### config.mk
export PLATFORM = sky130hd
export DESIGN_NAME = int_ctrl_flat
export DESIGN_NICKNAME = d
export VERILOG_FILES = /design/src/rtl/int_ctrl_if.sv /design/src/rtl/int_ctrl.sv /design/src/flat_wrapper.sv
export SDC_FILE = /design/constraint.sdc
export NUM_CORES = 1
export LEC_CHECK = 0
export CORE_UTILIZATION = 30
export DETAILED_ROUTE_END_ITERATION = 16
export HOLD_SLACK_MARGIN = 0.05
export PLACE_DENSITY = 0.71
export SLEW_MARGIN = 30
export SYNTH_ARGS = -nofsm -noshare
export SYNTH_HDL_FRONTEND = slang
export SYNTH_SLANG_ARGS = --single-unit
### constraint.sdc
create_clock -name clk -period 1.95 [get_ports clk]
set_input_delay 0.39 -clock clk [delete_from_list [all_inputs] [get_ports clk]]
set_output_delay 0.39 -clock clk [all_outputs]
set_load 0.05 [all_outputs]
### src/rtl/int_ctrl_if.sv
// int_ctrl_if: bus between the interrupt sequencer and the core / CP0 side
interface int_ctrl_if #(
  parameter int N_IRQ = 3
) ();
  logic [N_IRQ-1:0] irq_in;
  logic [N_IRQ-1:0] irq_mask;
  logic             insn_boundary;
  logic [31:0]      pc_resume;
  logic             eret;
  logic [31:0]      epc_in;
  logic             epc_we;
  logic [31:0]      epc_din;
  logic             redirect;
  logic [31:0]      redirect_pc;
  logic             flush;
  logic [N_IRQ-1:0] serving;
  logic [N_IRQ-1:0] pending;
  logic             in_handler;
  modport master (
    output irq_in, irq_mask, insn_boundary, pc_resume, eret, epc_in,
    input  epc_we, epc_din, redirect, redirect_pc, flush, serving, pending, in_handler
  );
  modport slave (
    input  irq_in, irq_mask, insn_boundary, pc_resume, eret, epc_in,
    output epc_we, epc_din, redirect, redirect_pc, flush, serving, pending, in_handler
  );
endinterface

### src/rtl/int_ctrl.sv
// int_ctrl: single-level interrupt sequencer (EPC save, vector redirect, ERET return)
module int_ctrl #(
  parameter int          N_IRQ        = 3,
  parameter logic [31:0] HANDLER_BASE = 32'h0000_0800,
  parameter logic [31:0] VEC_STRIDE   = 32'h0000_0010
) (
  input logic       clk,
  input logic       clr,
  int_ctrl_if.slave bus
);
  localparam int IW = N_IRQ > 1 ? $clog2(N_IRQ) : 1;
  typedef enum logic [2:0] {S_IDLE, S_SAVE, S_VECTOR, S_HANDLER, S_RETURN} state_t;
  state_t           state_q, state_d;
  logic [N_IRQ-1:0] irq_q, pending_q, pending_d, serving_q, serving_d, elig, sel_oh;
  logic [IW-1:0]    sel_q, sel_d, sel_idx;
  logic [31:0]      pc_lat_q, pc_lat_d;
  assign elig   = pending_q & ~bus.irq_mask;
  assign sel_oh = N_IRQ'(1) << sel_q;
  always_comb begin
    sel_idx = '0;
    for (int i = N_IRQ - 1; i >= 0; i--)
      if (elig[i]) sel_idx = IW'(i);
  end
  always_comb begin
    state_d         = state_q;
    sel_d           = sel_q;
    pc_lat_d        = pc_lat_q;
    serving_d       = serving_q;
    pending_d       = (pending_q & ~(state_q == S_SAVE ? sel_oh : '0)) | (bus.irq_in & ~irq_q);
    bus.epc_we      = 1'b0;
    bus.epc_din     = '0;
    bus.redirect    = 1'b0;
    bus.flush       = 1'b0;
    bus.redirect_pc = '0;
    case (state_q)
      S_IDLE: if (|elig && bus.insn_boundary) begin
        state_d  = S_SAVE;
        sel_d    = sel_idx;
        pc_lat_d = bus.pc_resume;
      end
      S_SAVE: begin
        bus.epc_we  = 1'b1;
        bus.epc_din = pc_lat_q;
        serving_d   = sel_oh;
        state_d     = S_VECTOR;
      end
      S_VECTOR: begin
        bus.redirect    = 1'b1;
        bus.flush       = 1'b1;
        bus.redirect_pc = HANDLER_BASE + 32'(sel_q) * VEC_STRIDE;
        state_d         = S_HANDLER;
      end
      S_HANDLER: state_d = bus.eret ? S_RETURN : S_HANDLER;
      S_RETURN: begin
        bus.redirect    = 1'b1;
        bus.flush       = 1'b1;
        bus.redirect_pc = bus.epc_in;
        serving_d       = '0;
        state_d         = S_IDLE;
      end
      default: state_d = S_IDLE;
    endcase
  end
  assign bus.serving    = serving_q;
  assign bus.pending    = pending_q;
  assign bus.in_handler = state_q inside {S_VECTOR, S_HANDLER, S_RETURN};
  // irq_q tracks the lines even in reset so a line already high at release is not a new request
  always_ff @(posedge clk) begin
    irq_q <= bus.irq_in;
    if (clr) begin
      state_q   <= S_IDLE;
      pending_q <= '0;
      serving_q <= '0;
      sel_q     <= '0;
      pc_lat_q  <= '0;
    end else begin
      state_q   <= state_d;
      pending_q <= pending_d;
      serving_q <= serving_d;
      sel_q     <= sel_d;
      pc_lat_q  <= pc_lat_d;
    end
  end
endmodule
### src/flat_wrapper.sv
// flat-port wrapper written by rule: the top's interface ports become plain ports
module int_ctrl_flat 
#(
  parameter int          N_IRQ        = 3,
  parameter logic [31:0] HANDLER_BASE = 32'h0000_0800,
  parameter logic [31:0] VEC_STRIDE   = 32'h0000_0010
)
  (clk, clr, bus_irq_in, bus_irq_mask, bus_insn_boundary, bus_pc_resume, bus_eret, bus_epc_in, bus_epc_we, bus_epc_din, bus_redirect, bus_redirect_pc, bus_flush, bus_serving, bus_pending, bus_in_handler);
  int_ctrl_if #(.N_IRQ(N_IRQ)) bus_i ();
  input logic clk;
  input logic clr;
  input wire logic [$bits(bus_i.irq_in)-1:0] bus_irq_in;
  input wire logic [$bits(bus_i.irq_mask)-1:0] bus_irq_mask;
  input wire logic [$bits(bus_i.insn_boundary)-1:0] bus_insn_boundary;
  input wire logic [$bits(bus_i.pc_resume)-1:0] bus_pc_resume;
  input wire logic [$bits(bus_i.eret)-1:0] bus_eret;
  input wire logic [$bits(bus_i.epc_in)-1:0] bus_epc_in;
  output wire logic [$bits(bus_i.epc_we)-1:0] bus_epc_we;
  output wire logic [$bits(bus_i.epc_din)-1:0] bus_epc_din;
  output wire logic [$bits(bus_i.redirect)-1:0] bus_redirect;
  output wire logic [$bits(bus_i.redirect_pc)-1:0] bus_redirect_pc;
  output wire logic [$bits(bus_i.flush)-1:0] bus_flush;
  output wire logic [$bits(bus_i.serving)-1:0] bus_serving;
  output wire logic [$bits(bus_i.pending)-1:0] bus_pending;
  output wire logic [$bits(bus_i.in_handler)-1:0] bus_in_handler;
  assign bus_i.irq_in = bus_irq_in;
  assign bus_i.irq_mask = bus_irq_mask;
  assign bus_i.insn_boundary = bus_insn_boundary;
  assign bus_i.pc_resume = bus_pc_resume;
  assign bus_i.eret = bus_eret;
  assign bus_i.epc_in = bus_epc_in;
  assign bus_epc_we = bus_i.epc_we;
  assign bus_epc_din = bus_i.epc_din;
  assign bus_redirect = bus_i.redirect;
  assign bus_redirect_pc = bus_i.redirect_pc;
  assign bus_flush = bus_i.flush;
  assign bus_serving = bus_i.serving;
  assign bus_pending = bus_i.pending;
  assign bus_in_handler = bus_i.in_handler;
  int_ctrl #(.N_IRQ(N_IRQ), .HANDLER_BASE(HANDLER_BASE), .VEC_STRIDE(VEC_STRIDE)) u_core (.clk(clk), .clr(clr), .bus(bus_i));
endmodule
==> impl_metrics.csv <==
group,metric,value,unit
global_routing,grt_use_met3,0.0753,
final_layout,utilization,0.675,
run_status,violations,"setup timing",
route,vias,2362,
worst_hold_path,worstHoldPathType,"register to register",
critical_path,cp-start-kind,"register",
floorplanning,start_util,0.315,
global_routing,grt_pass1_vias,2374,
critical_path,regToRegSetupSlack,0.25,ns
run,cap_violations,0,
worst_hold_path,holdPathEnd,"u_core.pc_lat_q[15]$_SDFFE_PP0P_",
clock_tree,clock_latency,0.30,ns
critical_path,path_class,"register to output pin",
power_and_ir_drop,power.net_switching,0.605,mW
final_layout,num_antenna_cells,0,
critical_path,critPathMaxStageDelay,0.42,ns
final_layout,drive_gt1_frac,0.393,
power_and_ir_drop,p_per_area,461,nW/um2
sta,tightestPinTransition,0.510,ns
route,ant_nets,0,
power_and_ir_drop,p_int,1.69,mW
place,placed_cells,511,
final_layout,syn_to_final_growth,114,%
power_and_ir_drop,irDropWorstVdd,0.289,mV
floorplanning,num_rows,31,
clock_tree,htree_levels,2,
final_layout,multiInputGateArea,1420,um2
clock_tree,path_clk_slew,0.08,ns
sta,min_period,2.00,ns
sta,clock.fmax,0.499,GHz
final_layout,stdcell_count,526,
final_layout,fin_nets,500,
route,post_drt_wl_per_cell,14.1,um
clock_tree,cts_buffer_depth,2,
yosys,synth_warnings,0,
yosys,netlist_area,2320,um2
critical_path,crit_fanout,13,
yosys,synth_cells,276,
critical_path,worst_setup_path_end_kind,"output pin",
clock_tree,cts_tree,"built",
global_routing,use_met1,0.173,
global_routing,grt.total_usage,0.176,
global_routing,grt_overflow_total,0,
power_and_ir_drop,leakage,1.97,nW
place,port_buffers,147,
global_routing,met2_usage,0.341,
power_and_ir_drop,sw_frac_of_total,0.264,
sta,drv_slew,0,
critical_path,crit_chain,"or3b_4 -> clkinv_4 -> clkbuf_16 -> and2_2 -> buf_12",
global_routing,grt_pass1_wl,11.3,mm
critical_path,r2r-end,"u_core.pc_lat_q[0]$_SDFFE_PP0P_",
yosys,yosysUniqueCellTypes,34,
place,place_hpwl,5.69,mm
critical_path,required,1.56,ns
floorplanning,dieHeight,90.0,um
floorplanning,dieArea,8100,um2
route,drtIter0Drc,35,
power_and_ir_drop,clkPwrFrac,0.303,
sta,timing.final.crit_share,1.03,
floorplanning,ios,148,
sta,rsz0062_at_grt,"yes",
sta,fin_ws,-0.0522,ns
route,drc,0,
worst_hold_path,hold_start,"u_core.pc_lat_q[15]$_SDFFE_PP0P_",
critical_path,slowest_stage,"or3b_4",
yosys,ys_ff_latch,46,
power_and_ir_drop,p_comb_frac,0.254,
global_routing,top_usage_layer,"met2",
clock_tree,cts_made_buffers,5,
sta,slew_headroom,0.659,
run_status,status,"complete, but fails checks",
final_layout,fillers,573,
power_and_ir_drop,power_frac_seq,0.444,
route,wirelength,7.40,mm
route,viasPerCell,4.49,
global_routing,grt_max_degree,40,
global_routing,grt_antenna_before_repair,0,
sta,timing.final.hold_violations,0,
critical_path,cp.arrival,1.61,ns
yosys,syn-num-nets,350,
place,gp_congestion,0.768,
sta,finalSetupViolCount,32,
critical_path,worstReg2RegStart,"u_core.state_q[2]$_SDFFE_PP0P_",
clock_tree,clock-sinks,46,
floorplanning,core-area,7370,um2
critical_path,reg2reg_depth,4,
worst_hold_path,holdPathStages,2,
final_layout,ff_latch_area,927,um2
clock_tree,cts_root_buffer,"clkbuf_8",
sta,skew,0.00231,ns
route,dr.pass1.iters,4,
yosys,synth.yosys.seq_area_share,0.397,
yosys,synth_area_per_cell,8.41,um2
floorplanning,die_w,90.0,um
[flip-flops by register name, summed over array words and instances (netlist names)]
signal              flops
u_core.bus.serving      3
u_core.pc_lat_q        32
u_core.bus.pending      3
u_core.irq_q            3
u_core.state_q          3
u_core.sel_q            2
[synthesized netlist by cell type]
master / number / area share
or3b_2: 1 / 0.0038
o21ai_0: 2 / 0.0043
buf_6: 1 / 0.0048
nor2_1: 7 / 0.011
nand4b_1: 1 / 0.0038
nor2b_1: 1 / 0.0027
nand3b_1: 1 / 0.0032
clkbuf_1: 14 / 0.023
a21oi_1: 6 / 0.013
or2b_1: 1 / 0.0032
clkinv_1: 1 / 0.0016
or3_1: 1 / 0.0027
or2_2: 1 / 0.0027
and2b_1: 1 / 0.0032
o21bai_1: 1 / 0.0032
a21boi_0: 1 / 0.0032
nand2b_1: 6 / 0.016
a32o_1: 2 / 0.0086
dfxtp_1: 46 / 0.40
inv_1: 1 / 0.0016
nor4b_1: 1 / 0.0038
buf_2: 3 / 0.0065
nand2_1: 67 / 0.11
and2_1: 61 / 0.16
and4_1: 1 / 0.0038
o21a_1: 1 / 0.0032
or3b_1: 1 / 0.0038
mux2i_1: 33 / 0.14
a22oi_1: 2 / 0.0065
nand3_1: 3 / 0.0065
or4b_1: 1 / 0.0043
buf_12: 3 / 0.026
buf_4: 1 / 0.0032
a31oi_1: 2 / 0.0054
[cell type report]
class                      count  area share
tap                           99      0.0249
inverter                       2     0.00251
sequential                    46       0.186
timing repair buffer         165       0.479
clock buffer                   5      0.0138
multi-input combinational    206       0.285
clock inverter                 3     0.00804
[timing repair]
item	4_1_cts	5_1_grt
pin swaps	5	16
gates cloned	2	1
hold endpoints to repair	0	0
endpoints found under the setup margin	62	63
gates resized for setup	32	30
hold buffers	0	0
buffers inserted	3	1
[worst max-delay path, delay by kind of cell, from the launching register on]
kind          cells  cell delay, ns
buf+inv           3            0.38
simple gates      2            0.59
flops             1            0.35
[cells by family (layout without fill, tap and decap cells)]
family	Yosys count	count (layout)	synth area share
multiplexers	33	33	0.142
flip-flops	46	46	0.397
AO/OA/AOI/OAI	17	17	0.0474
buffers and inverters	24	175	0.0663
AND/OR/NAND/NOR	156	156	0.348
[power groups by stage]
stage	Sequential (mW)	Combinational [mW]	Clock (mW)
floorplan	1.05	0.251	0
global placement	1.04	0.547	0
detailed placement	1.04	0.556	0
CTS	1.02	0.572	0.720
global route	1.02	0.619	0.755
finish	1.02	0.582	0.695
[layer usage]
layer	wire, um	part of all wire
met5	0	0
met4	72	0.0097
met3	715	0.097
met2	3870	0.52
met1	2750	0.37
[worst max path at each step]
stage / start / endpoint / slack, ns / cells after the start
after floorplan: u_core.state_q[1]$_SDFFE_PP0P_ / bus_epc_din[23] / -0.04 / 6
after global placement: bus_insn_boundary / u_core.pc_lat_q[17]$_SDFFE_PP0P_ / -0.12 / 5
after detailed placement: bus_insn_boundary / u_core.pc_lat_q[0]$_SDFFE_PP0P_ / -0.16 / 5
after CTS: u_core.state_q[2]$_SDFFE_PP0P_ / bus_epc_din[10] / -0.09 / 5
after global routing: u_core.state_q[1]$_SDFFE_PP0P_ / bus_epc_din[5] / -0.11 / 5
final: u_core.state_q[1]$_SDFFE_PP0P_ / bus_epc_din[5] / -0.05 / 5
[placed cells by master, fill, tap and decap left out, types with 2 or more instances in the layout]
cell type	synthesis	routed
and2_4	0	41
dfxtp_2	0	2
buf_6	1	3
buf_4	1	8
clkdlybuf4s50_1	0	79
mux2i_1	33	33
dfxtp_1	46	43
clkinv_2	0	2
nand3_1	3	3
nor2_1	7	5
nand2b_1	6	6
nand2_1	67	66
and2_2	0	20
a32o_1	2	2
a21oi_1	6	5
o21ai_0	2	2
a22oi_1	2	2
or3b_4	0	2
buf_12	3	73
clkbuf_8	0	5
[metrics by stage]
stage               setup slack [ns]  hold slack [ns]  setup TNS [ns]  power [mW]  cell area, um2
detailed placement            -0.158            0.442           -4.27        1.60            4670
global route                  -0.110            0.469           -3.97        2.40            4980
floorplan                    -0.0361            0.418          -0.253        1.30            2380
CTS                          -0.0911            0.457           -2.37        2.31            4880
global placement              -0.118            0.437           -3.36        1.58            4670
finish                       -0.0522            0.454          -0.960        2.29            4980
Power figures use the tool's default switching activity.
